$ cat src/rtl/illegal_trap_ctrl_pkg.sv
// Shared definitions for the synchronous-exception sequencer: FSM state type,
// machine-mode cause codes and a word-alignment helper.
package illegal_trap_ctrl_pkg;

    typedef enum logic [1:0] {
        IDLE     = 2'd0,
        FLUSH    = 2'd1,
        SAVE     = 2'd2,
        REDIRECT = 2'd3
    } trap_state_t;

    localparam logic [31:0] CAUSE_ILLEGAL_INSTR = 32'd2;
    localparam logic [31:0] CAUSE_BREAKPOINT    = 32'd3;
    localparam logic [31:0] CAUSE_ECALL_M       = 32'd11;

    // Clear the two low bits so a PC/address is word aligned.
    function automatic logic [31:0] word_align(input logic [31:0] addr);
        return {addr[31:2], 2'b00};
    endfunction

endpackage

$ cat src/rtl/trap_csr_regs.sv
// Trap CSR storage: mepc, mcause and mtval. SAVE-state write from the trap
// sequencer takes precedence over the software mepc write port.
// Optional macro ILLEGAL_TRAP_MTVAL_EN builds the mtval register; without it
// mtval reads as constant zero.
import illegal_trap_ctrl_pkg::*;

module trap_csr_regs #(
    parameter int unsigned     XLEN       = 32,
    parameter logic [XLEN-1:0] RESET_MEPC = '0
) (
    input  logic            clk,
    input  logic            rst,
    input  logic            save_we,
    input  logic [XLEN-1:0] save_pc,
    input  logic [XLEN-1:0] save_cause,
    input  logic [XLEN-1:0] save_mtval,
    input  logic            sw_we,
    input  logic [XLEN-1:0] sw_wdata,
    output logic [XLEN-1:0] mepc,
    output logic [XLEN-1:0] mcause,
    output logic [XLEN-1:0] mtval
);

    logic [XLEN-1:0] mepc_q;
    logic [XLEN-1:0] mcause_q;

    // mepc: trap save wins over software write; both stored word aligned.
    always_ff @(posedge clk) begin
        if (rst) begin
            mepc_q <= RESET_MEPC;
        end else if (save_we) begin
            mepc_q <= word_align(save_pc);
        end else if (sw_we) begin
            mepc_q <= word_align(sw_wdata);
        end
    end

    // mcause: only written by the trap save.
    always_ff @(posedge clk) begin
        if (rst) begin
            mcause_q <= '0;
        end else if (save_we) begin
            mcause_q <= save_cause;
        end
    end

`ifdef ILLEGAL_TRAP_MTVAL_EN
    logic [XLEN-1:0] mtval_q;

    // mtval: only written by the trap save.
    always_ff @(posedge clk) begin
        if (rst) begin
            mtval_q <= '0;
        end else if (save_we) begin
            mtval_q <= save_mtval;
        end
    end

    assign mtval = mtval_q;
`else
    logic unused_save_mtval;
    assign unused_save_mtval = ^save_mtval;
    assign mtval = '0;
`endif

    assign mepc   = mepc_q;
    assign mcause = mcause_q;

endmodule

$ cat src/rtl/illegal_trap_ctrl.sv
// Synchronous-exception sequencer. Accepts illegal/ebreak/ecall/mret events
// from decode, stalls and flushes the pipe, saves trap CSRs and redirects
// fetch to mtvec (trap) or mepc (mret).
// Optional macro ILLEGAL_TRAP_MTVAL_EN enables mtval capture.
import illegal_trap_ctrl_pkg::*;

module illegal_trap_ctrl #(
    parameter int unsigned     XLEN       = 32,
    parameter logic [XLEN-1:0] RESET_MEPC = '0
) (
    input  logic            clk,
    input  logic            rst,
    input  logic            dec_valid_i,
    input  logic [XLEN-1:0] dec_pc_i,
    input  logic [31:0]     dec_instr_i,
    input  logic            dec_illegal_i,
    input  logic            dec_ecall_i,
    input  logic            dec_ebreak_i,
    input  logic            dec_mret_i,
    input  logic [XLEN-1:0] mtvec_i,
    input  logic            sw_mepc_we_i,
    input  logic [XLEN-1:0] sw_wdata_i,
    output logic            stall_o,
    output logic            flush_o,
    output logic            redirect_o,
    output logic [XLEN-1:0] redirect_pc_o,
    output logic            csr_we_o,
    output logic [XLEN-1:0] mepc_o,
    output logic [XLEN-1:0] mcause_o,
    output logic [XLEN-1:0] mtval_o,
    output logic            busy_o
);

    trap_state_t     state_q, state_d;
    logic            evt;
    logic            evt_mret;
    logic [XLEN-1:0] evt_cause;
    logic [XLEN-1:0] evt_mtval;
    logic            sw_we;
    logic [XLEN-1:0] pend_pc_q;
    logic [XLEN-1:0] pend_cause_q;
    logic            pend_mret_q;
    logic [XLEN-1:0] save_mtval;

    assign evt = (state_q == IDLE) && dec_valid_i &&
                 (dec_illegal_i || dec_ebreak_i || dec_ecall_i || dec_mret_i);

    // Priority encode the strobes: illegal > ebreak > ecall > mret.
    always_comb begin
        evt_mret  = 1'b0;
        evt_cause = '0;
        evt_mtval = '0;
        if (dec_illegal_i) begin
            evt_cause = CAUSE_ILLEGAL_INSTR;
            evt_mtval = dec_instr_i;
        end else if (dec_ebreak_i) begin
            evt_cause = CAUSE_BREAKPOINT;
            evt_mtval = dec_pc_i;
        end else if (dec_ecall_i) begin
            evt_cause = CAUSE_ECALL_M;
        end else begin
            evt_mret = 1'b1;
        end
    end

    // A coinciding event drops the software mepc write.
    assign sw_we = sw_mepc_we_i && (state_q == IDLE) && !evt;

    // State register.
    always_ff @(posedge clk) begin
        if (rst) begin
            state_q <= IDLE;
        end else begin
            state_q <= state_d;
        end
    end

    // Pending event capture on the IDLE edge that accepts an event.
    always_ff @(posedge clk) begin
        if (rst) begin
            pend_pc_q    <= '0;
            pend_cause_q <= '0;
            pend_mret_q  <= 1'b0;
        end else if (evt) begin
            pend_pc_q    <= dec_pc_i;
            pend_cause_q <= evt_cause;
            pend_mret_q  <= evt_mret;
        end
    end

`ifdef ILLEGAL_TRAP_MTVAL_EN
    logic [XLEN-1:0] pend_mtval_q;

    // Pending mtval capture alongside the other pending fields.
    always_ff @(posedge clk) begin
        if (rst) begin
            pend_mtval_q <= '0;
        end else if (evt) begin
            pend_mtval_q <= evt_mtval;
        end
    end

    assign save_mtval = pend_mtval_q;
`else
    logic unused_evt_mtval;
    assign unused_evt_mtval = ^evt_mtval;
    assign save_mtval = '0;
`endif

    // Next-state and output decode.
    always_comb begin
        state_d       = state_q;
        stall_o       = 1'b0;
        flush_o       = 1'b0;
        redirect_o    = 1'b0;
        redirect_pc_o = '0;
        csr_we_o      = 1'b0;
        case (state_q)
            IDLE: begin
                if (evt) state_d = FLUSH;
            end
            FLUSH: begin
                stall_o = 1'b1;
                flush_o = 1'b1;
                state_d = pend_mret_q ? REDIRECT : SAVE;
            end
            SAVE: begin
                stall_o  = 1'b1;
                csr_we_o = 1'b1;
                state_d  = REDIRECT;
            end
            REDIRECT: begin
                redirect_o = 1'b1;
                // Synchronous traps always use the mtvec base, even when vectored.
                redirect_pc_o = pend_mret_q ? mepc_o : word_align(mtvec_i);
                state_d       = IDLE;
            end
            default: state_d = IDLE;
        endcase
    end

    assign busy_o = (state_q != IDLE);

    trap_csr_regs #(
        .XLEN       (XLEN),
        .RESET_MEPC (RESET_MEPC)
    ) u_trap_csr_regs (
        .clk        (clk),
        .rst        (rst),
        .save_we    (csr_we_o),
        .save_pc    (pend_pc_q),
        .save_cause (pend_cause_q),
        .save_mtval (save_mtval),
        .sw_we      (sw_we),
        .sw_wdata   (sw_wdata_i),
        .mepc       (mepc_o),
        .mcause     (mcause_o),
        .mtval      (mtval_o)
    );

endmodule

$ cat config.mk
export PLATFORM = sky130hd
export DESIGN_NAME = illegal_trap_ctrl
export DESIGN_NICKNAME = d
export VERILOG_FILES = /design/src/rtl/illegal_trap_ctrl_pkg.sv /design/src/rtl/trap_csr_regs.sv /design/src/rtl/illegal_trap_ctrl.sv
export SDC_FILE = /design/constraint.sdc
export NUM_CORES = 1
export LEC_CHECK = 0
export CAP_MARGIN = 20
export CORE_MARGIN = 2
export CORE_UTILIZATION = 36
export CTS_CLUSTER_DIAMETER = 30
export DETAILED_ROUTE_END_ITERATION = 6
export PLACE_DENSITY = 0.78
export SYNTH_ARGS = -nofsm -noshare
export SYNTH_HDL_FRONTEND = slang
export SYNTH_HIERARCHICAL = 1
export SYNTH_SLANG_ARGS = --single-unit
$ cat constraint.sdc
create_clock -name clk -period 2 [get_ports clk]
set_input_delay 0.4 -clock clk [delete_from_list [all_inputs] [get_ports clk]]
set_output_delay 0.4 -clock clk [all_outputs]
set_load 0.02 [all_outputs]
Word-level counts from Yosys, hierarchy flattened. Index checks and enable logic that the tools add are counted.

Output and inout port bits: 133. Register bits: 129. Word-level logic and storage cells: 39.

Equality and inequality tests: 4. Reductions and logical operators: 12. Muxes and demuxes: 17.

Operator list (count): 32-bit 2-to-1 mux (4); 4-bit 2-to-1 mux (3); 1-bit 2-to-1 mux (8); 2-bit case mux with 4 select lines (1); 2-bit == test, second input constant (2); 1-bit logical AND (4); 2-bit nonzero test (2); 1-bit logical OR (3); 2-bit by 1-bit == test with 1-bit output, second input constant (1); 2-bit logical NOT (1); 2-bit 2-to-1 mux (1); 2-bit != test, second input constant (1); 2-bit OR reduction (1); 1-bit logical NOT (1).

Longest topological paths before layout.
Depth after elaboration: 8. Mapped depth: 9.

By module. The synthesis kept the hierarchy.

Modules (own cells, without submodules): trap_csr_regs (instances 1, area each 2827.7 µm², seq. area each 1241.2 µm², cells an instance 273); illegal_trap_ctrl (instances 1, area each 2108.3 µm², seq. area each 760.7 µm², cells an instance 257).

Least setup slack after synthesis. No wires, ideal clock.

Kind: input -> register. Start: in dec_ebreak_i. End: reg u_trap_csr_regs.mepc_q[11], in the netlist u_trap_csr_regs/mepc[11]. Data required time: 1.867 ns. Path buffers: 3. Library setup time: 0.133 ns. Arrival time: 1.908 ns. Path slack: -0.041 ns. Cell stages on the path: 8. Cells stage by stage: or4_1 > buf_2 > a21oi_4 > and2_1 > buf_6 > buf_12 > mux2i_1 > a211oi_2.

Cells in the longest elaborated chain, start to end: 7.

RTL lines: start, declared (RTL line illegal_trap_ctrl.sv:18) `input logic dec_ebreak_i,`; 1-bit logical OR (3 in a row) (RTL line illegal_trap_ctrl.sv:46) `(dec_illegal_i || dec_ebreak_i || dec_ecall_i || dec_mret_i);`; 1-bit logical AND (RTL line illegal_trap_ctrl.sv:45) `assign evt = (state_q == IDLE) && dec_valid_i &&`; 1-bit logical NOT (RTL line illegal_trap_ctrl.sv:67) `assign sw_we = sw_mepc_we_i && (state_q == IDLE) && !evt;`; 1-bit logical AND (RTL line illegal_trap_ctrl.sv:67); net sw_we (RTL line illegal_trap_ctrl.sv:39) `logic sw_we;`; 2-bit nonzero test (no line); end signal, assigned (RTL line trap_csr_regs.sv:32) `mepc_q <= word_align(save_pc);`; end signal, assigned (RTL line trap_csr_regs.sv:34) `mepc_q <= word_align(sw_wdata);`; end, declared (RTL line trap_csr_regs.sv:24) `logic [XLEN-1:0] mepc_q;`.

The timed path passes the listed nets, and every way through them passes these cells. A chain may end at the register's enable or synchronous reset.

Final worst setup path.
Start: in dec_mret_i. End: reg u_trap_csr_regs.mepc_q[24], in the netlist u_trap_csr_regs/mepc[24].

Cells in the longest elaborated chain, start to end: 5.

RTL lines: start, declared (RTL line illegal_trap_ctrl.sv:19) `input logic dec_mret_i,`; 1-bit logical OR (RTL line illegal_trap_ctrl.sv:46); 1-bit logical AND (RTL line illegal_trap_ctrl.sv:45); 1-bit logical NOT (RTL line illegal_trap_ctrl.sv:67); 1-bit logical AND (RTL line illegal_trap_ctrl.sv:67); net sw_we (RTL line illegal_trap_ctrl.sv:39); 2-bit nonzero test (no line).

The timed path passes the listed nets, and every way through them passes these cells.

==> flow_summary.yaml <==
clock_network:
  cts_buffers: 9
  cts_tree: "built"
  cts_buffer_depth: 2
  clkTransAtPathRegs_ps: 60
  cts-root-buf: "clkbuf_16"
  htree_levels: 3
  cts.sinks: 98
  clkLatencyLatePin_ps: 340
detailed_routing:
  final_antenna_net_count: 0
  drt-initial-drc-count: 204
  vias_per_cell: 4.71
  first_pass_iters: 4
  post-route-drc-count: 0
  vias: 4346
  routed_wl_mm: 14.5
  wl_per_cell_um: 15.7
synth:
  netlist_area_um2: 4870
  yosysWarnings: 6
  syn_avg_cell_area_um2: 9.32
  netlist_instances: 522
die:
  die_height_um: 120
  rows: 42
  fp.dieArea_um2: 14500
  start_util: 0.367
  core_um2: 13200
  io_pins: 269
  die_x_um: 120
worst_setup_path:
  cp.arrival_ps: 2180
  reg2reg_to: "u_trap_csr_regs/mepc[24]"
  ff2ff_setup_slack_ps: 90
  end_kind: "flip-flop"
  startpoint: "dec_mret_i"
  worstSetupStartpointType: "input port"
  critPathSlowestCell: "or4_4"
  path_cells: "dlygate4sd2_1, or4_4, a21oi_4, and2_4, bufbuf_16, mux2i_1, a211oi_1"
  critPathMaxFanout: 5
  required_ps: 2210
  critical-path-max-stage-delay_ps: 570
  reg2reg_from: "state_q[0]"
  rr_worst_depth: 10
  worstSetupPathType: "in2reg"
min_path:
  hold_path.class: "in2reg"
  hold_end: "u_trap_csr_regs/mcause[0]"
  min-delay-start: "rst"
  hold_depth: 2
layout:
  fin_area_um2: 7430
  synthToLayoutAreaGrowth_pct: 52.7
  fill_cells: 1163
  antenna_cells: 0
  fin_nets: 884
  drive_gt1_frac: 0.130
global_route:
  grt_pass1_vias: 4296
  grt_antenna_before_repair: 0
  grtUsageTotal: 0.194
  grt_max_degree: 64
  overflow: 0
  grt_first_pass_wirelength_mm: 22.2
job:
  maxCapViolations: 0
power:
  p_switching_mw: 3.13
  p_leak_nw: 2.85
  combPwrFrac: 0.479
  p_int_mw: 5.38
  p_sw_frac: 0.368
  cellPowerDensity_nw_per_um2: 1150
  ir_drop_mv: 0.681
  p_seq_frac: 0.332
  p_clk_frac: 0.189
sta:
  hold_violations: 0
  clock_skew_ps: 5.46
  max_freq_mhz: 506
  setup_tns_ps: 0
  setup_viol: 0
  holdWs_ps: 369
  min_period_ps: 1980
  fin_crit_sh: 0.988
  rsz0062_at_grt: "true"
  finalMaxSlewViolations: 0
outcome:
  outcome: "complete, no violations"
placement:
  hpwl_mm: 10.1
  place_congestion: 0.763
  io_buffer_count: 194
  placed_cell_area_um2: 7060
## per-layer routing
metal / vias to the layer above / part of all wire / wire length [um] / GRT usage
li1: 2152 / - / - / -
met2: 142 / 0.49 / 7180 / 0.347
met3: 18 / 0.072 / 1040 / 0.0547
met5: - / 0 / 0 / 0
met4: 0 / 0.016 / 225 / 0.0603
met1: 2034 / 0.42 / 6070 / 0.224
## cells in the final DEF (no fill, tap or decap), drive strengths merged
cell             n
clkdlybuf4s50  154
dfxtp           98
mux2i           93
conb            63
nor2b           60
buf             36
a21oi           35
o21ai           34
nor2            33
clkbuf          33
nand3           31
a211oi          30
dlygate4sd2     11
clkdlybuf4s15    6
inv              5
ha               5
nand2            3
clkinv           3
and3             2
and2             2
or4              1
nor4             1
nand4b           1
nor3b            1
or3              1
or4b             1
o211ai           1
o311a            1
bufbuf           1
dlymetal6s2s     1
## power groups by stage
stage / registers [mW] / clock network (mW) / logic (mW)
final: 2.82 / 1.61 / 4.08
after global routing: 2.89 / 1.72 / 4.39
after CTS: 2.81 / 1.64 / 4.02
after floorplan: 3.22 / 0 / 1.96
after detailed placement: 2.84 / 0 / 3.99
after global placement: 2.81 / 0 / 3.90
## per-stage QoR
stage,setup slack (ps),util,power [mW],instances
5_1_grt,-36.8,0.561,8.99,923
6_report,23.4,0.561,8.51,923
2_1_floorplan,0.529,-,5.19,583
3_3_place_gp,-407,0.533,6.72,901
4_1_cts,-108,0.558,8.47,918
3_5_place_dp,-430,0.533,6.83,901
## flip-flops by register name, indices dropped and copies added (netlist names)
signal / count
pend_pc_q: 30
pend_cause_q: 3
state_q: 2
pend_mret_q: 1
u_trap_csr_regs/mcause: 32
u_trap_csr_regs/mepc: 30
## final cells by class
class,instances,area [um^2],area share
Clock buffer,12,256,0.0345
Sequential cell,98,1970,0.265
Inverter,5,23.8,0.00320
Timing Repair Buffer,230,2290,0.308
Tap cell,176,220,0.0296
Clock inverter,3,15.0,0.00202
Multi-Input combinational cell,399,2660,0.358
## worst max-delay path by stage
stage	endpoint	slack (ps)	cells after the start
finish	u_trap_csr_regs/mepc[24]	20	7
global placement	u_trap_csr_regs/mepc[11]	-410	7
detailed placement	u_trap_csr_regs/mepc[27]	-430	7
floorplan	u_trap_csr_regs/mepc[11]	0.5	8
CTS	u_trap_csr_regs/mepc[14]	-110	7
global route	u_trap_csr_regs/mepc[21]	-40	7
## critical path, delay by kind of cell
family	cells	cell delay (ps)
and+or+nand+nor	2	800
buffers and inverters	2	540
AOI/OAI and AO/OA	2	250
muxes	1	180
## what timing repair did
item / 4_1_cts / 5_1_grt
pin swaps: 3 / 6
gates resized for setup: 59 / 56
setup buffers: 0 / 5
cloned: 2 / 1
setup endpoints to repair: 65 / 61
hold buffers: 0 / 0
No activity file was read; power rests on OpenSTA's default activity.
